--- config.mk ---
export PLATFORM = sky130hd
export DESIGN_NAME = ps2_scan_rx_flat
export DESIGN_NICKNAME = d
export VERILOG_FILES = /design/src/rtl/ps2_scan_rx_pkg.sv /design/src/rtl/ps2_scan_rx_if.sv /design/src/rtl/ps2_line_filter.sv /design/src/rtl/ps2_scan_rx.sv /design/src/flat_wrapper.sv
export SDC_FILE = /design/constraint.sdc
export NUM_CORES = 1
export LEC_CHECK = 0
export CAP_MARGIN = 20
export CORE_MARGIN = 2
export CORE_UTILIZATION = 45
export CTS_CLUSTER_SIZE = 24
export DETAILED_ROUTE_END_ITERATION = 16
export GPL_ROUTABILITY_DRIVEN = 0
export MAX_ROUTING_LAYER = met4
export PLACE_DENSITY_LB_ADDON = 0.15
export SLEW_MARGIN = 10
export SYNTH_ARGS = -nofsm -noshare
export SYNTH_HDL_FRONTEND = slang
export SYNTH_HIERARCHICAL = 1
export SYNTH_SLANG_ARGS = --single-unit
export TNS_END_PERCENT = 100
--- constraint.sdc ---
create_clock -name clk -period 3.2 [get_ports clk]
set_input_delay 0.64 -clock clk [delete_from_list [all_inputs] [get_ports clk]]
set_output_delay 0.64 -clock clk [all_outputs]
set_load 0.005 [all_outputs]
--- src/rtl/ps2_scan_rx_pkg.sv ---
// Shared constants for the PS/2 receive path and the downstream scan-code decoder.
package ps2_scan_rx_pkg;

   // Prefix bytes that modify the meaning of the following byte
   localparam logic [7:0] PS2_BREAK = 8'hF0;
   localparam logic [7:0] PS2_EXT   = 8'hE0;

   // Frame receiver state encodings
   typedef logic [1:0] ps2_state_t;
   localparam logic [1:0] ST_IDLE   = 2'd0;
   localparam logic [1:0] ST_DATA   = 2'd1;
   localparam logic [1:0] ST_PARITY = 2'd2;
   localparam logic [1:0] ST_STOP   = 2'd3;

   // A PS/2 frame carries odd parity: data ones plus parity bit is odd
   function automatic logic odd_parity_ok(input logic [7:0] data, input logic par);
      return (^data) ^ par;
   endfunction

endpackage

--- src/rtl/ps2_scan_rx_if.sv ---
// Output bus of the PS/2 receiver towards the scan-code decoder.
//
// Handshake: there is no ready. scan_valid is a one-cycle strobe that marks the
// cycle scan_code was (re)loaded; scan_code stays stable until the next strobe.
// key_release and frame_err are independent one-cycle event strobes. The sink
// must take every strobe in the cycle it is high. state is a debug view of the
// receiver FSM.
interface ps2_scan_rx_if;
   import ps2_scan_rx_pkg::*;

   logic [7:0] scan_code;
   logic       scan_valid;
   logic       key_release;
   logic       frame_err;
   ps2_state_t state;

   modport master (output scan_code, scan_valid, key_release, frame_err, state);
   modport slave  (input  scan_code, scan_valid, key_release, frame_err, state);

endinterface

--- src/rtl/ps2_line_filter.sv ---
// 2-FF synchroniser, saturating glitch filter and falling-edge detector for
// one asynchronous PS/2 line. The line idles high, so everything resets to 1.
module ps2_line_filter #(
   parameter int FILTER_LEN = 8
) (
   input  logic clk,
   input  logic reset_n,
   input  logic din,
   output logic fall
);

   localparam int CW = $clog2(FILTER_LEN) + 1;

   logic          sync1_q, sync1_d;
   logic          sync2_q, sync2_d;
   logic          level_q, level_d;
   logic [CW-1:0] cnt_q,   cnt_d;
   logic          fall_q,  fall_d;

   // Level flips only after FILTER_LEN consecutive samples disagree with it
   always_comb begin
      sync1_d = din;
      sync2_d = sync1_q;
      level_d = level_q;
      cnt_d   = '0;
      if (sync2_q != level_q) begin
         if (cnt_q == CW'(FILTER_LEN - 1)) begin
            level_d = sync2_q;
         end else begin
            cnt_d = cnt_q + 1'b1;
         end
      end
      fall_d = level_q & ~level_d;
   end

   // Synchroniser, filter and edge registers
   always_ff @(posedge clk or negedge reset_n) begin
      if (!reset_n) begin
         sync1_q <= 1'b1;
         sync2_q <= 1'b1;
         level_q <= 1'b1;
         cnt_q   <= '0;
         fall_q  <= 1'b0;
      end else begin
         sync1_q <= sync1_d;
         sync2_q <= sync2_d;
         level_q <= level_d;
         cnt_q   <= cnt_d;
         fall_q  <= fall_d;
      end
   end

   assign fall = fall_q;

endmodule

--- src/rtl/ps2_scan_rx.sv ---
// PS/2 keyboard receiver: frames bytes on filtered ps2_clk falls, checks start,
// odd parity and stop, strips E0/F0 prefixes and presents make codes.
module ps2_scan_rx
   import ps2_scan_rx_pkg::*;
#(
   parameter int FILTER_LEN     = 8,
   parameter int TIMEOUT_CYC    = 100000,
   parameter bit CLEAR_ON_BREAK = 1'b0
) (
   input  logic            clk,
   input  logic            reset_n,
   input  logic            ps2_clk,
   input  logic            ps2_data,
   ps2_scan_rx_if.master   bus
);

   localparam int TW = $clog2(TIMEOUT_CYC + 1);

   logic          clk_fall;
   logic          dsync1_q, dsync1_d;
   logic          dsync2_q, dsync2_d;
   ps2_state_t    state_q,  state_d;
   logic [2:0]    bitcnt_q, bitcnt_d;
   logic [7:0]    shift_q,  shift_d;
   logic          parity_q, parity_d;
   logic [TW-1:0] tmo_q,    tmo_d;
   logic          ext_q,    ext_d;
   logic          brk_q,    brk_d;
   logic [7:0]    code_q,   code_d;
   logic          valid_q,  valid_d;
   logic          rel_q,    rel_d;
   logic          err_q,    err_d;
   logic          byte_ok;

   ps2_line_filter #(.FILTER_LEN(FILTER_LEN)) u_clk_filter (
      .clk     (clk),
      .reset_n (reset_n),
      .din     (ps2_clk),
      .fall    (clk_fall)
   );

   // Frame FSM, timeout and prefix/byte handling
   always_comb begin
      dsync1_d = ps2_data;
      dsync2_d = dsync1_q;
      state_d  = state_q;
      bitcnt_d = bitcnt_q;
      shift_d  = shift_q;
      parity_d = parity_q;
      ext_d    = ext_q;
      brk_d    = brk_q;
      code_d   = code_q;
      valid_d  = 1'b0;
      rel_d    = 1'b0;
      err_d    = 1'b0;
      byte_ok  = 1'b0;
      tmo_d    = (state_q == ST_IDLE) ? '0 : tmo_q + 1'b1;

      if (clk_fall) begin
         tmo_d = '0;
         case (state_q)
            ST_IDLE: begin
               if (!dsync2_q) begin
                  state_d  = ST_DATA;
                  bitcnt_d = 3'd0;
               end else begin
                  err_d = 1'b1;
               end
            end
            ST_DATA: begin
               shift_d  = {dsync2_q, shift_q[7:1]};
               bitcnt_d = bitcnt_q + 3'd1;
               if (bitcnt_q == 3'd7) state_d = ST_PARITY;
            end
            ST_PARITY: begin
               parity_d = dsync2_q;
               state_d  = ST_STOP;
            end
            default: begin
               state_d = ST_IDLE;
               if (dsync2_q && odd_parity_ok(shift_q, parity_q)) byte_ok = 1'b1;
               else                                               err_d   = 1'b1;
            end
         endcase
      end else if (state_q != ST_IDLE && tmo_q == TW'(TIMEOUT_CYC - 1)) begin
         // Keyboard stalled mid-frame: drop the partial byte, keep prefixes
         state_d = ST_IDLE;
         tmo_d   = '0;
         err_d   = 1'b1;
      end

      if (byte_ok) begin
         if (shift_q == PS2_EXT) begin
            ext_d = 1'b1;
         end else if (shift_q == PS2_BREAK) begin
            brk_d = 1'b1;
         end else if (brk_q) begin
            rel_d = 1'b1;
            brk_d = 1'b0;
            ext_d = 1'b0;
            if (CLEAR_ON_BREAK && shift_q == code_q) begin
               code_d  = 8'h00;
               valid_d = 1'b1;
            end
         end else if (ext_q) begin
            ext_d = 1'b0;
         end else begin
            code_d  = shift_q;
            valid_d = 1'b1;
         end
      end
   end

   // State and output registers
   always_ff @(posedge clk or negedge reset_n) begin
      if (!reset_n) begin
         dsync1_q <= 1'b1;
         dsync2_q <= 1'b1;
         state_q  <= ST_IDLE;
         bitcnt_q <= 3'd0;
         shift_q  <= 8'h00;
         parity_q <= 1'b0;
         tmo_q    <= '0;
         ext_q    <= 1'b0;
         brk_q    <= 1'b0;
         code_q   <= 8'h00;
         valid_q  <= 1'b0;
         rel_q    <= 1'b0;
         err_q    <= 1'b0;
      end else begin
         dsync1_q <= dsync1_d;
         dsync2_q <= dsync2_d;
         state_q  <= state_d;
         bitcnt_q <= bitcnt_d;
         shift_q  <= shift_d;
         parity_q <= parity_d;
         tmo_q    <= tmo_d;
         ext_q    <= ext_d;
         brk_q    <= brk_d;
         code_q   <= code_d;
         valid_q  <= valid_d;
         rel_q    <= rel_d;
         err_q    <= err_d;
      end
   end

   assign bus.scan_code   = code_q;
   assign bus.scan_valid  = valid_q;
   assign bus.key_release = rel_q;
   assign bus.frame_err   = err_q;
   assign bus.state       = state_q;

endmodule

--- src/flat_wrapper.sv ---
// flat-port wrapper written by rule: the top's interface ports become plain ports
module ps2_scan_rx_flat import ps2_scan_rx_pkg::*;
#(
   parameter int FILTER_LEN     = 8,
   parameter int TIMEOUT_CYC    = 100000,
   parameter bit CLEAR_ON_BREAK = 1'b0
)
  (clk, reset_n, ps2_clk, ps2_data, bus_scan_code, bus_scan_valid, bus_key_release, bus_frame_err, bus_state);
  ps2_scan_rx_if bus_i ();
  input  logic clk;
  input  logic reset_n;
  input  logic ps2_clk;
  input  logic ps2_data;
  output wire logic [$bits(bus_i.scan_code)-1:0] bus_scan_code;
  output wire logic [$bits(bus_i.scan_valid)-1:0] bus_scan_valid;
  output wire logic [$bits(bus_i.key_release)-1:0] bus_key_release;
  output wire logic [$bits(bus_i.frame_err)-1:0] bus_frame_err;
  output wire logic [$bits(bus_i.state)-1:0] bus_state;
  assign bus_scan_code = bus_i.scan_code;
  assign bus_scan_valid = bus_i.scan_valid;
  assign bus_key_release = bus_i.key_release;
  assign bus_frame_err = bus_i.frame_err;
  assign bus_state = bus_i.state;
  ps2_scan_rx #(.FILTER_LEN(FILTER_LEN), .TIMEOUT_CYC(TIMEOUT_CYC), .CLEAR_ON_BREAK(CLEAR_ON_BREAK)) u_core (.clk(clk), .reset_n(reset_n), .ps2_clk(ps2_clk), .ps2_data(ps2_data), .bus(bus_i));
endmodule
==> flow_metrics.py, run 1 <==
metrics = {
    "die": {
        "core-area_um2": 5510,
        "die_height_um": 79.4,
        "dieArea_um2": 6310,
        "placementRows": 27,
        "die_x_um": 79.4,
        "io_pins": 17,
        "start_util": 0.465,
    },
    "yosys": {
        "synth_area_um2": 2560,
        "synthTopCellsByArea": "dfrtp_1 48%, ha_1 6.4%, mux2_2 6.2%",
        "synth_top_area_cell": "dfrtp_1",
        "ys_ff_latch": 54,
        "postSynthCellCount": 221,
        "synth_nets": 238,
        "synth_edf_count": 0,
        "yosys.area.top_type_share": 0.479,
        "synth_warnings": 6,
        "yosysSeqAreaShare": 0.530,
        "synthFlopType": "dfrtp_1",
        "syn_area_per_cell_um2": 11.6,
        "synth_cell_types": 48,
        "async_reset_ff_frac": 1.00,
    },
    "timing": {
        "hold_viol_final": 0,
        "tightest_slew_ns": 0.514,
        "fin_skew_ns": 0.00449,
        "fmax_mhz": 439,
        "finalCritPeriodShare": 0.711,
        "drv_slew": 0,
        "rsz0062_at_grt": "no",
        "max_slew_margin": 0.655,
        "setup-violations-final": 0,
        "min_period_ns": 2.28,
        "finalSetupTns_ns": 0,
        "hold_ws_ns": 0.251,
    },
    "pwr": {
        "pwr-share-comb": 0.060,
        "power_per_cell_area_nw_per_um2": 406,
        "p_clk_frac": 0.315,
        "pwr-share-seq": 0.625,
        "switching_power_mw": 0.269,
        "switching_share": 0.230,
        "peakVddDrop_uv": 293,
        "p_leak_nw": 1.21,
        "internal_power_mw": 0.902,
    },
    "routing": {
        "drt_first_pass_iters": 4,
        "routed_wl_um": 4200,
        "via_count": 1619,
        "via_per_inst": 5.14,
        "drcViolationCount": 0,
        "drtAntennaViolNets": 0,
        "wl_per_cell_um": 13.3,
        "dr.first_iter.drc_count": 45,
    },
    "setup_path": {
        "r2r_cells": 6,
        "criticalPathCategory": "flip-flop to flip-flop",
        "r2r-end": "u_core/bus.scan_code[0]$_DFFE_PN0P_",
        "r2r_start": "u_core/shift_q[2]$_DFFE_PN0N_",
        "cp_top_family": "XOR/XNOR gates",
        "cp-start-kind": "flip-flop",
        "cp_slowest_cell": "nor3_4",
        "critPathMaxStageDelay_ns": 0.45,
        "cp_num_buf_inv": 1,
        "crit_fanout": 9,
        "path_cells": "inv_1 -> ha_1 -> xnor3_1 -> xnor2_1 -> nor3_4 -> mux2_2",
        "r2r_slack_ns": 0.92,
        "cp.required_ns": 3.39,
        "crit_path_end_kind": "flip-flop",
        "arrival_ns": 2.47,
    },
    "placed_design": {
        "place_inst": 306,
        "dp_hpwl_um": 3010,
        "io_buffer_count": 16,
    },
    "global_routing": {
        "gr-total-overflow": 0,
        "grtUsageTotal": 0.156,
        "first_global_vias": 1693,
        "antenna_found_initial": 0,
        "gr-usage-met3": 0.0339,
        "grt_busiest_layer": "met2",
        "grt_max_degree": 48,
        "grt_pass1_wl_um": 7580,
        "grtUsageMet2": 0.258,
        "grtUsageMet1": 0.198,
    },
    "job": {
        "drv_cap": 0,
    },
    "clock_network": {
        "cts_tree": "done",
        "clk_latency_ns": 0.30,
        "holdBufCountCts": 0,
        "cts.clk_slew.worst_paths_ns": 0.09,
        "htreeDepth": 2,
        "cts_made_buffers": 5,
        "clockBufferDepth": 2,
        "root_buffer": "clkbuf_8",
        "postCtsSetupBuffers": 0,
        "cts_resized": 0,
        "cts_sinks": 54,
    },
    "worst_hold_path": {
        "holdCritPathClass": "input pin to async pin",
    },
    "layout": {
        "diodes": 0,
        "regArea_um2": 1360,
        "layout_common_cells": "49 x dfrtp_1, 18 x nor2_1, 16 x nand2_1",
        "syn_to_final_growth_pct": 12.7,
        "final_cells": 315,
        "layout-drive-gt1-share": 0.173,
        "fillers": 504,
        "multi_input_area_um2": 1120,
        "layout.nets": 259,
        "final_common_cell": "dfrtp_1",
    },
    "status": {
        "status": "complete, no violations",
    },
}
-- how the worst max path moves through the flow --
stage	startpoint	endpoint	slack, ns	depth (start not counted)
final	u_core/shift_q[2]$_DFFE_PN0N_	u_core/bus.scan_code[0]$_DFFE_PN0P_	0.92	6
after global placement	u_core/shift_q[2]$_DFFE_PN0N_	u_core/bus.scan_code[0]$_DFFE_PN0P_	0.95	6
after floorplan	u_core/shift_q[2]$_DFFE_PN0N_	u_core/bus.scan_code[0]$_DFFE_PN0P_	1.13	6
after global routing	u_core/shift_q[2]$_DFFE_PN0N_	u_core/bus.scan_code[1]$_DFFE_PN0P_	0.77	6
after CTS	u_core/shift_q[2]$_DFFE_PN0N_	u_core/bus.scan_code[0]$_DFFE_PN0P_	0.90	6
after detailed placement	u_core/shift_q[2]$_DFFE_PN0N_	u_core/bus.scan_code[0]$_DFFE_PN0P_	0.93	6
-- cells by family (layout without fill, tap and decap cells) --
logic type,Yosys count,in the layout,synth area share
buffers and inverters,18,40,0.0337
adders and majority gates,13,13,0.0635
xor gates and xnor gates,17,17,0.0635
DFF,54,54,0.530
AOI/OAI and AO/OA,25,25,0.0640
muxes,15,15,0.0674
and+or+nand+nor,79,79,0.177
-- synthesized netlist by cell type (all sizes together) (2+ instances only) --
library cell / n
and3: 2
and2: 3
nor4: 5
nand2: 16
buf: 2
inv: 14
nor3: 2
or4: 2
dfstp: 5
nand3: 10
a21oi: 6
ha: 13
and4: 3
o22ai: 2
or2: 2
a22o: 2
nor3b: 4
a211oi: 2
o31ai: 2
dfrtp: 49
or3: 3
o21ai: 7
mux2: 15
nand4: 3
nor2: 18
xor2: 7
xnor2: 9
clkbuf: 2
-- layout make-up --
class,count,share of cell area
sequential,54,0.471
clock buffer,6,0.0252
clock inverter,2,0.00477
tap,72,0.0312
multi-input combinational,149,0.387
inverter,14,0.0182
timing repair buffer,18,0.0633
-- routing by layer --
layer / share of wire / vias to the layer above
met5: 0 / -
met2: 0.48 / 14
li1: - / 815
met1: 0.49 / 786
met3: 0.023 / 4
met4: 0.0079 / 0
-- worst register-to-register path, delay by kind of cell (launching register included) --
kind	cells	cell delay [ns]
simple gates	1	0.45
buf+inv	1	0.06
flops	1	0.37
xor+xnor	2	0.62
fa+ha+maj	1	0.27
mux	1	0.39
-- power groups by stage --
stage               clock network, mW  logic, mW  registers, mW
floorplan                           0     0.0454          0.740
global placement                    0     0.0690          0.744
detailed placement                  0     0.0705          0.744
CTS                             0.390     0.0707          0.732
global route                    0.422     0.0817          0.736
finish                          0.369     0.0703          0.732
-- stage by stage --
stage	setup slack, ns	utilization	instance area [um^2]	total power, mW
after floorplan	1.13	-	2560	0.785
after global placement	0.952	0.505	2780	0.813
after detailed placement	0.930	0.505	2780	0.815
after CTS	0.904	0.520	2870	1.19
after global routing	0.766	0.524	2890	1.24
final	0.924	0.524	2890	1.17
-- state kept, by name, summed over array words and instances (netlist names), 2 cells and up --
signal                     cells
u_core/bitcnt_q                3
u_core/bus.scan_code           8
u_core/bus.state               2
u_core/shift_q                 8
u_core/tmo_q                  17
u_core/u_clk_filter/cnt_q      4
No activity file was read; power rests on OpenSTA's default activity.
==> inputs of run 2 (changes only) <==
==> constraint.sdc (replaced) <==
create_clock -name clk -period 2.1 [get_ports clk]
set_input_delay 0.42 -clock clk [delete_from_list [all_inputs] [get_ports clk]]
set_output_delay 0.42 -clock clk [all_outputs]
set_load 0.005 [all_outputs]
==> flow_metrics.py, run 2 (synthesized netlist as in run 1, its figures left out) <==
metrics = {
    "status": {
        "status": "complete, no violations",
    },
    "die": {
        "core-area_um2": 5510,
        "placementRows": 27,
        "io_pins": 17,
        "die_x_um": 79.4,
        "die_height_um": 79.4,
        "dieArea_um2": 6310,
        "start_util": 0.465,
    },
    "routing": {
        "wl_per_cell_um": 13.7,
        "route.met2.wl_um": 2130,
        "dr.max_layer_used": "met4",
        "wl_met3_um": 91,
        "via_count": 1669,
        "drcViolationCount": 0,
        "dr.first_iter.drc_count": 47,
        "routed_wl_um": 4400,
        "drtAntennaViolNets": 0,
        "wl_met1_um": 2120,
        "drt_first_pass_iters": 4,
        "via_per_inst": 5.22,
    },
    "clock_network": {
        "htreeDepth": 2,
        "holdBufCountCts": 0,
        "cts.clk_slew.worst_paths_ns": 0.10,
        "clk_latency_ns": 0.31,
        "cts_sinks": 54,
        "root_buffer": "clkbuf_8",
        "clockBufferDepth": 2,
        "cts_tree": "done",
        "cts_made_buffers": 5,
    },
    "layout": {
        "multi_input_area_um2": 1150,
        "diodes": 0,
        "layout.nets": 264,
        "fillers": 475,
        "max_flop_register": "u_core/tmo_q",
        "regArea_um2": 1360,
        "syn_to_final_growth_pct": 16.4,
        "final_common_cell": "dfrtp_1",
        "largest_reg_flops": 17,
        "fin_area_um2": 2980,
        "layout_common_cells": "49 x dfrtp_1, 18 x nor2_1, 16 x nand2_1",
        "layout-drive-gt1-share": 0.206,
    },
    "timing": {
        "fmax_mhz": 480,
        "setup-violations-final": 0,
        "hold_viol_final": 0,
        "finalSetupTns_ns": 0,
        "min_period_ns": 2.08,
        "rsz0062_at_grt": "yes",
        "fin_ws_ns": 0.0182,
        "tightest_slew_ns": 0.523,
        "fin_skew_ns": 0.00854,
        "hold_ws_ns": 0.0682,
        "drv_slew": 0,
        "max_slew_margin": 0.652,
        "finalCritPeriodShare": 0.991,
    },
    "placed_design": {
        "io_buffer_count": 16,
        "dp_slack_ns": -0.0116,
        "dp_hpwl_um": 3110,
        "placed_area_um2": 2830,
    },
    "global_routing": {
        "grt_pass1_wl_um": 7770,
        "gr-total-overflow": 0,
        "first_global_vias": 1688,
        "grtUsageTotal": 0.161,
        "antenna_found_initial": 0,
        "grt_max_degree": 34,
    },
    "pwr": {
        "power_mw": 1.84,
        "p_leak_nw": 1.25,
        "peakVddDrop_uv": 386,
        "power_per_cell_area_nw_per_um2": 618,
    },
    "setup_path": {
        "crit_path_end_kind": "flip-flop",
        "cp-start-kind": "flip-flop",
        "criticalPathCategory": "flip-flop to flip-flop",
        "r2r-end": "u_core/bus.scan_code[6]$_DFFE_PN0P_",
        "crit_fanout": 9,
        "cp.required_ns": 2.30,
        "r2r_cells": 6,
        "arrival_ns": 2.28,
        "r2r_slack_ns": 0.02,
        "r2r_start": "u_core/shift_q[7]$_DFFE_PN0N_",
        "startpoint": "u_core/shift_q[7]$_DFFE_PN0N_",
    },
    "job": {
        "drv_cap": 0,
    },
    "worst_hold_path": {
        "holdCritPathClass": "input pin to async pin",
    },
}
## run 2: per-layer routing
layer,vias up,global-route usage
met1,827,0.207
met4,0,0.0569
met3,5,0.0271
met2,14,0.259
met5,-,-
li1,823,-
## run 2: how the worst max path moves through the flow
stage	end	cells past startpoint
after global routing	u_core/bus.scan_code[2]$_DFFE_PN0P_	6
after detailed placement	u_core/brk_q$_DFFE_PN0P_	7
after CTS	u_core/brk_q$_DFFE_PN0P_	7
final	u_core/bus.scan_code[6]$_DFFE_PN0P_	6
after floorplan	u_core/bus.scan_code[0]$_DFFE_PN0P_	6
after global placement	u_core/bus.scan_code[3]$_DFFE_PN0P_	7
## run 2: report_power, final
group / internal (mW) / switching [mW] / leakage, nW / total, mW
Sequential: 1.08 / 0.0297 / 0.735 / 1.11
Clock: 0.272 / 0.352 / 0.0478 / 0.624
Combinational: 0.0535 / 0.0516 / 0.467 / 0.105
## run 2: timing repair
action                                 4_1_cts  5_1_grt
setup buffers                                0        2
endpoints found under the hold margin        0        0
resized for setup                            1        4
pin swaps                                    1        4
setup endpoints to repair                    2       12
## run 2: area by class of cell
class	count	share of cell area
multi-input combinational	149	0.385
inverter	14	0.0176
tap	72	0.0302
timing repair buffer	23	0.0781
sequential	54	0.456
clock buffer	6	0.0277
clock inverter	2	0.00546
## run 2: critical path: stages, from the launching register on
cell	delay, ns
dfrtp_1	0.41
ha_1	0.32
xnor3_1	0.44
xnor2_2	0.18
nor3_4	0.15
buf_12	0.15
mux2_2	0.33
## run 2: through the flow
step / std cells / util
finish: 320 / 0.541
CTS: 318 / 0.534
detailed placement: 310 / 0.515
floorplan: 221 / -
global route: 320 / 0.541
global placement: 310 / 0.515
